===== config.mk =====
export PLATFORM = sky130hd
export DESIGN_NAME = frequency_counter
export DESIGN_NICKNAME = d
export VERILOG_FILES = /design/src/rtl/frequency_counter.sv
export SDC_FILE = /design/constraint.sdc
export NUM_CORES = 1
export LEC_CHECK = 0
export CELL_PAD_IN_SITES_DETAIL_PLACEMENT = 0
export CELL_PAD_IN_SITES_GLOBAL_PLACEMENT = 2
export CORE_MARGIN = 4
export CORE_UTILIZATION = 39
export CTS_BUF_LIST = sky130_fd_sc_hd__clkbuf_2 sky130_fd_sc_hd__clkbuf_4 sky130_fd_sc_hd__clkbuf_8
export CTS_CLUSTER_DIAMETER = 100
export DETAILED_ROUTE_END_ITERATION = 16
export PLACE_DENSITY_LB_ADDON = 0.1
export RECOVER_POWER = 50
export SYNTH_ARGS = -nofsm -noshare
export SYNTH_HDL_FRONTEND = slang
export SYNTH_SLANG_ARGS = --single-unit
export TNS_END_PERCENT = 100

===== constraint.sdc =====
create_clock -name clock_i -period 2.95 [get_ports clock_i]
set_input_delay 0.295 -clock clock_i [delete_from_list [all_inputs] [get_ports clock_i]]
set_output_delay 0.295 -clock clock_i [all_outputs]
set_load 0.05 [all_outputs]

===== src/rtl/frequency_counter.sv =====
// frequency_counter: counts synchronized rising edges of signal_i over a fixed gate window
// and publishes the saturated count with a one-cycle valid strobe.
module frequency_counter #(
  parameter int WORD_LENGTH    = 16,
  parameter int FREQUENCY_IN   = 100000000,
  parameter int GATE_FREQUENCY = 1000
) (
  input  logic                   clock_i,
  input  logic                   reset_n_i,
  input  logic                   enable_i,
  input  logic                   signal_i,
  output logic [WORD_LENGTH-1:0] count_o,
  output logic                   valid_o,
  output logic                   overflow_o
);
  localparam int GATE_CYCLES = FREQUENCY_IN / GATE_FREQUENCY;
  localparam int GW = $clog2(GATE_CYCLES);
  localparam logic [GW-1:0] GATE_LAST = GW'(GATE_CYCLES - 1);
  typedef enum logic {IDLE, MEASURE} state_t;
  state_t r_state, w_next;
  logic r_sync1, r_sync2, r_hist;
  logic [GW-1:0] r_gate;
  logic [WORD_LENGTH-1:0] r_acc, r_count, w_acc;
  logic r_ovf, r_valid, r_overflow;
  logic w_edge, w_ovf, w_end, w_run;
  always_comb begin
    w_edge = r_sync2 & ~r_hist;
    w_acc  = (w_edge && r_acc != '1) ? r_acc + 1'b1 : r_acc;
    w_ovf  = r_ovf | (w_edge & (r_acc == '1));
    w_end  = r_gate == GATE_LAST;
    w_run  = (r_state == MEASURE) && enable_i;
    w_next = enable_i ? MEASURE : IDLE;
  end
  always_ff @(posedge clock_i) begin
    if (!reset_n_i) begin
      r_state    <= IDLE;
      r_sync1    <= 1'b0;
      r_sync2    <= 1'b0;
      r_hist     <= 1'b0;
      r_gate     <= '0;
      r_acc      <= '0;
      r_ovf      <= 1'b0;
      r_count    <= '0;
      r_valid    <= 1'b0;
      r_overflow <= 1'b0;
    end else begin
      r_state <= w_next;
      r_sync1 <= signal_i;
      r_sync2 <= r_sync1;
      r_hist  <= r_sync2;
      r_valid <= 1'b0;
      // a disable on the window-end edge discards the window instead of publishing it
      if (w_run && w_end) begin
        r_count    <= w_acc;
        r_overflow <= w_ovf;
        r_valid    <= 1'b1;
        r_gate     <= '0;
        r_acc      <= '0;
        r_ovf      <= 1'b0;
      end else if (w_run) begin
        r_gate <= r_gate + 1'b1;
        r_acc  <= w_acc;
        r_ovf  <= w_ovf;
      end else begin
        r_gate <= '0;
        r_acc  <= '0;
        r_ovf  <= 1'b0;
      end
    end
  end
  assign count_o    = r_count;
  assign valid_o    = r_valid;
  assign overflow_o = r_overflow;
endmodule


Word level (Yosys, flattened, before mapping)
Cells that the tools add are included.

operators by class
  add/sub/neg operators = 2
  equal/unequal tests = 3
  reductions and logical operators = 4
  muxes and demuxes = 3
  bitwise gates (word level) = 6

operator list
  kind                                                             count
  17-bit by 1-bit adder with 17-bit output, second input constant  1
  17-bit == test, second input constant                            1
  16-bit by 1-bit adder with 16-bit output, second input constant  1
  16-bit == test, second input constant                            1
  16-bit 2-to-1 mux                                                1
  16-bit != test, second input constant                            1
  1-bit logical AND                                                3
  1-bit NOT                                                        3
  3-bit OR reduction                                               1
  1-bit bitwise AND                                                2
  1-bit 2-to-1 mux                                                 2
  1-bit OR                                                         1

word-level totals
  register bits = 56
  output and inout bits = 18
  bits of input ports = 4
  word-level logic and storage cells = 28

Depth between registers and ports, before layout
  depth in word-level cells = 4
  mapped depth = 8
  depth with buffers taken out = 6

Worst setup path before layout
No wires, ideal clock.

  path kind = register to register
  start = reg r_acc[0]
  end = reg r_count[1] (netlist: count_o[1])
  clock period less this slack = 1.634 ns
  data required time = 2.829 ns
  library setup time = 0.121 ns
  path slack = 1.316 ns
  path buffers = 0
  data arrival time = 1.513 ns
  cell stages (with the launch flop) = 7
  cell sequence = dfxtp_1 ha_1 nand4_1 nor4_4 nor2_1 mux2i_1 a21oi_1

between the ends
  word-level cells in the longest chain between the ends = 3
  elaborated cells on any way between the ends = 4
  those cells by class = 1 x add/sub; 1 x eq/ne; 1 x mux; 1 x reduce/logical

ends and longest elaborated chain
  item                                                                              line  source
  from (decl)                                                                       23    logic [WORD_LENGTH-1:0] r_acc, r_count, w_acc;
  from (signal assigned)                                                            62    r_acc <= w_acc;
  branches (longest 2 deep; another with 16-bit by 1-bit adder with 16-bit output)  --
  16-bit 2-to-1 mux *                                                               28    w_acc = (w_edge && r_acc != '1) ? r_acc + 1'b1 : r_acc;
  to (signal assigned)                                                              54    r_count <= w_acc;
  to (decl)                                                                         23

Every way passes the cells marked *.
A chain may end at the register's enable or synchronous reset.

Worst setup path in the final report
  start = in reset_n_i
  end = reg r_gate[16]

between the ends
  word-level cells in the longest chain between the ends = 2

ends and longest elaborated chain
  item                                 line  source
  from (decl)                          9     input logic reset_n_i,
  1-bit NOT (no source line)           --
  3-bit OR reduction (no source line)  --
  to (signal assigned)                 61    r_gate <= r_gate + 1'b1;
  to (decl)                            22    logic [GW-1:0] r_gate;

Every way passes these cells.

==> summary.log <==
INFO  floorplan      die_width=83.9um
INFO  timing         setup_repair_after_global_routing_missed_its_margin=false
INFO  timing         min_period_over_period=78.4%
INFO  worst_setup_path ff2ff_setup_slack=770ps
INFO  routing        post-route-drc-count=0
INFO  grt            grt_antenna_before_repair=0
INFO  job            max_capacitance_violation_total=0
INFO  floorplan      die_area=7040um^2
INFO  grt            grt_max_degree=32
INFO  cts            clockRootBuffer=sky130_fd_sc_hd__clkbuf_8
INFO  synth          synth_sequential_area_ratio=49.9%
INFO  worst_setup_path regToRegStartpoint=r_gate[0]
INFO  worst_setup_path highest_fanout_seen_on_the_critical_path=23
INFO  worst_setup_path worst_ep_required_time=3190ps
INFO  worst_setup_path reg2regPathDepth=7
INFO  layout         seqCellArea=1120um^2
INFO  routing        postRouteAntennaNets=0
INFO  grt            grt.overflow.total=0
INFO  cts            cts-hold-fix-buffers=0
INFO  hold_path      hold_depth=1
INFO  layout         num-nets-final=276
INFO  layout         fillerInstances=565
INFO  cts            clock_latency=310ps
INFO  timing         setup_viols_final=0
INFO  synth          top_cells_by_area_synth=sky130_fd_sc_hd__dfxtp_1 50%, sky130_fd_sc_hd__nor2_1 7.0%, sky130_fd_sc_hd__xnor2_1 6.2%, sky130_fd_sc_hd__xor2_1 4.7%, sky130_fd_sc_hd__nand4_1 3.9%
INFO  layout         multi_input_logic_area=1050um^2
INFO  worst_setup_path cells_along_the_critical_path=dlygate4sd3_1 > clkbuf_1 > nand3_1 > or2_0 > clkbuf_1 > nor2_1
INFO  synth          synthDominantAreaCellType=sky130_fd_sc_hd__dfxtp_1
INFO  worst_setup_path cp-end-kind=register
INFO  cts            cts_buffer_depth=2
INFO  floorplan      initial_utilization=40.6%
INFO  worst_setup_path crit_type=input port to register
INFO  cts            clock_tree.htree_level_count=2
INFO  cts            worst_path_clk_slew=90ps
INFO  cts            cts_post_setup_buffers_inserted=0
INFO  synth          synth_area_per_cell=9.10um^2
INFO  floorplan      ios=22
INFO  synth          post_synth_num_cell_types=32
INFO  routing        total_number_of_vias=1,670
INFO  layout         post_route_cells_drive_above_1_share=4.07%
INFO  synth          syn-cell-area=2250um^2
INFO  synth          number_of_enable_flip_flop_cells_after_synthesis=0
INFO  timing         fin_setup_tns=0ps
INFO  timing         timing.max_slew.rel_slack=40.1%
INFO  routing        postRouteWirelength=4390um
INFO  pwr            p_per_area=457nW/um^2
INFO  synth          netlist_top_cells_count=56 x sky130_fd_sc_hd__dfxtp_1, 42 x sky130_fd_sc_hd__nor2_1, 16 x sky130_fd_sc_hd__xnor2_1
INFO  worst_setup_path timing.critical_path.slowest_stage_cell=sky130_fd_sc_hd__clkbuf_1
INFO  timing         hold_viol_final=0
INFO  timing         pins_over_their_slew_limit=0
INFO  cts            clock_tree_from_tritoncts=yes
INFO  synth          postSynth.topFlopCell=sky130_fd_sc_hd__dfxtp_1
INFO  floorplan      placement_row_count=27
INFO  worst_setup_path worst_ep_arrival_time=2550ps
INFO  cts            clock_sink_count=56
INFO  cts            cts_resized=0
INFO  worst_setup_path cp_slowest_stage_delay=670ps
INFO  layout         design_area=2580um^2
INFO  grt            grt_first_pass_wirelength=7420um
INFO  synth          yosys.cell_count.top_type=sky130_fd_sc_hd__dfxtp_1
INFO  routing        detail_route.wl_per_cell=12.8um
INFO  placed_design  placed_area=2510um^2
INFO  synth          netlist_instances=247
INFO  timing         timing.final.crit_period=2310ps
INFO  worst_setup_path crit_path_end=r_gate[16]
INFO  timing         worst-slew-pin-transition=899ps
INFO  worst_setup_path critical_path.startpoint=reset_n_i
INFO  synth          ys.warnings.count=0
INFO  worst_setup_path critical-path-top-cell-by-count=sky130_fd_sc_hd__clkbuf_1
INFO  synth          ys_seq_elements=56
INFO  grt            grtUsageTotal=12.9%
INFO  synth          post-synth-top-area-fraction=49.9%
INFO  timing         worst_clock_skew=10.0ps
INFO  timing         achievable-frequency=433MHz
INFO  floorplan      die_h=83.9um
INFO  placed_design  place.gp.congestion=0.741
INFO  pwr            worst_ir_drop_vdd=0.000209V
INFO  pwr            total_leakage_power=0.933nW
INFO  synth          async_flop_share=0%
INFO  placed_design  port_buffers=21
INFO  placed_design  dpl.hpwl=2960um
INFO  worst_setup_path critical_path.reg2reg.endpoint=r_gate[16]
INFO  routing        detail_route.vias_per_cell=4.88
INFO  routing        drt-initial-drc-count=34
INFO  layout         insertedDiodeCount=0
INFO  routing        detail_route.first_pass.iterations=4
INFO  worst_setup_path timing.critical_path.from_type=input port
INFO  floorplan      core_region=5540um^2
INFO  cts            numCtsBuffers=5
INFO  outcome        outcome=finished clean
INFO  hold_path      hold_path_class=register to register
INFO  layout         syn2layout_area_growth=15.0%
INFO  synth          syn-num-nets=253
INFO  grt            vias_in_the_first_global_route=1,569
==> metal layers <==
metal	up-vias	share of wire, %	routed length, um	track usage [%]
met5	-	0	0	0
met4	0	1.3	55	3.51
met3	5	3.5	152	4.34
met2	21	40	1770	18.4
met1	746	55	2410	18.6
li1	898	-	-	-
==> sequential cells by signal, indices dropped and copies added (netlist names) <==
register	count
r_state	1
count_o	16
r_sync1	1
r_sync2	1
r_ovf	1
r_acc	16
valid_o	1
r_gate	17
r_hist	1
overflow_o	1
==> cell usage in the layout (no fill, tap or decap), types with 3 or more instances in the layout <==
| master | count |
|---|---|
| sky130_fd_sc_hd__dlygate4sd3_1 | 19 |
| sky130_fd_sc_hd__a21oi_1 | 15 |
| sky130_fd_sc_hd__nand3_1 | 10 |
| sky130_fd_sc_hd__and2_1 | 3 |
| sky130_fd_sc_hd__clkbuf_8 | 5 |
| sky130_fd_sc_hd__and4_1 | 3 |
| sky130_fd_sc_hd__dfxtp_1 | 56 |
| sky130_fd_sc_hd__and3_1 | 5 |
| sky130_fd_sc_hd__xor2_1 | 12 |
| sky130_fd_sc_hd__nor2b_1 | 3 |
| sky130_fd_sc_hd__xnor2_1 | 16 |
| sky130_fd_sc_hd__nand4_1 | 14 |
| sky130_fd_sc_hd__nor3_1 | 9 |
| sky130_fd_sc_hd__nand2_1 | 15 |
| sky130_fd_sc_hd__o21ai_0 | 15 |
| sky130_fd_sc_hd__nor2_1 | 42 |
==> area by class of cell <==
cell class	instances	area share, %
clock inverters	1	0.194
clock buffers	6	2.95
multi-input cells	180	40.7
inverters	2	0.290
well taps	72	3.48
flip-flops and latches	56	43.4
repair buffers	25	9.00
==> report_power, final <==
group          switching (mW)  internal [mW]  total [mW]
logic                  0.0119        0.00739      0.0193
clock network           0.231          0.171       0.403
registers             0.00129          0.758       0.759
total                   0.245          0.937        1.18
==> cell families after synthesis <==
logic type / share of synthesized area, %
xor gates and xnor gates: 10.9
AOI/OAI and AO/OA: 8.07
adders and majority gates: 1.11
buffers and inverters: 3.29
muxes: 0.891
DFF: 49.9
and+or+nand+nor: 25.8
==> how the worst min path moves through the flow <==
stage,slack [ps],start,end
2_1_floorplan,410,reset_n_i,valid_o
3_3_place_gp,420,r_sync1,r_sync2
3_5_place_dp,420,r_sync1,r_sync2
4_1_cts,450,r_sync1,r_sync2
5_1_grt,490,r_gate[0],r_gate[0]
6_report,450,r_sync1,r_sync2
==> per-stage QoR <==
| stage | util [%] | hold slack (ps) | setup WS (ps) | power, mW | cells |
|---|---|---|---|---|---|
| 2_1_floorplan | - | 406 | 1320 | 0.790 | 247 |
| 4_1_cts | 46.8 | 448 | 927 | 1.20 | 342 |
| 5_1_grt | 46.7 | 486 | 449 | 1.24 | 342 |
| 3_5_place_dp | 45.3 | 425 | 777 | 0.798 | 335 |
| 3_3_place_gp | 45.3 | 418 | 790 | 0.798 | 335 |
| 6_report | 46.7 | 445 | 638 | 1.18 | 342 |
==> worst max-delay path: cells and delay by family <==
kind	cells	cell delay, ps
buf+inv	3	1550
simple gates	3	700
(Power assumes the default switching activity.)
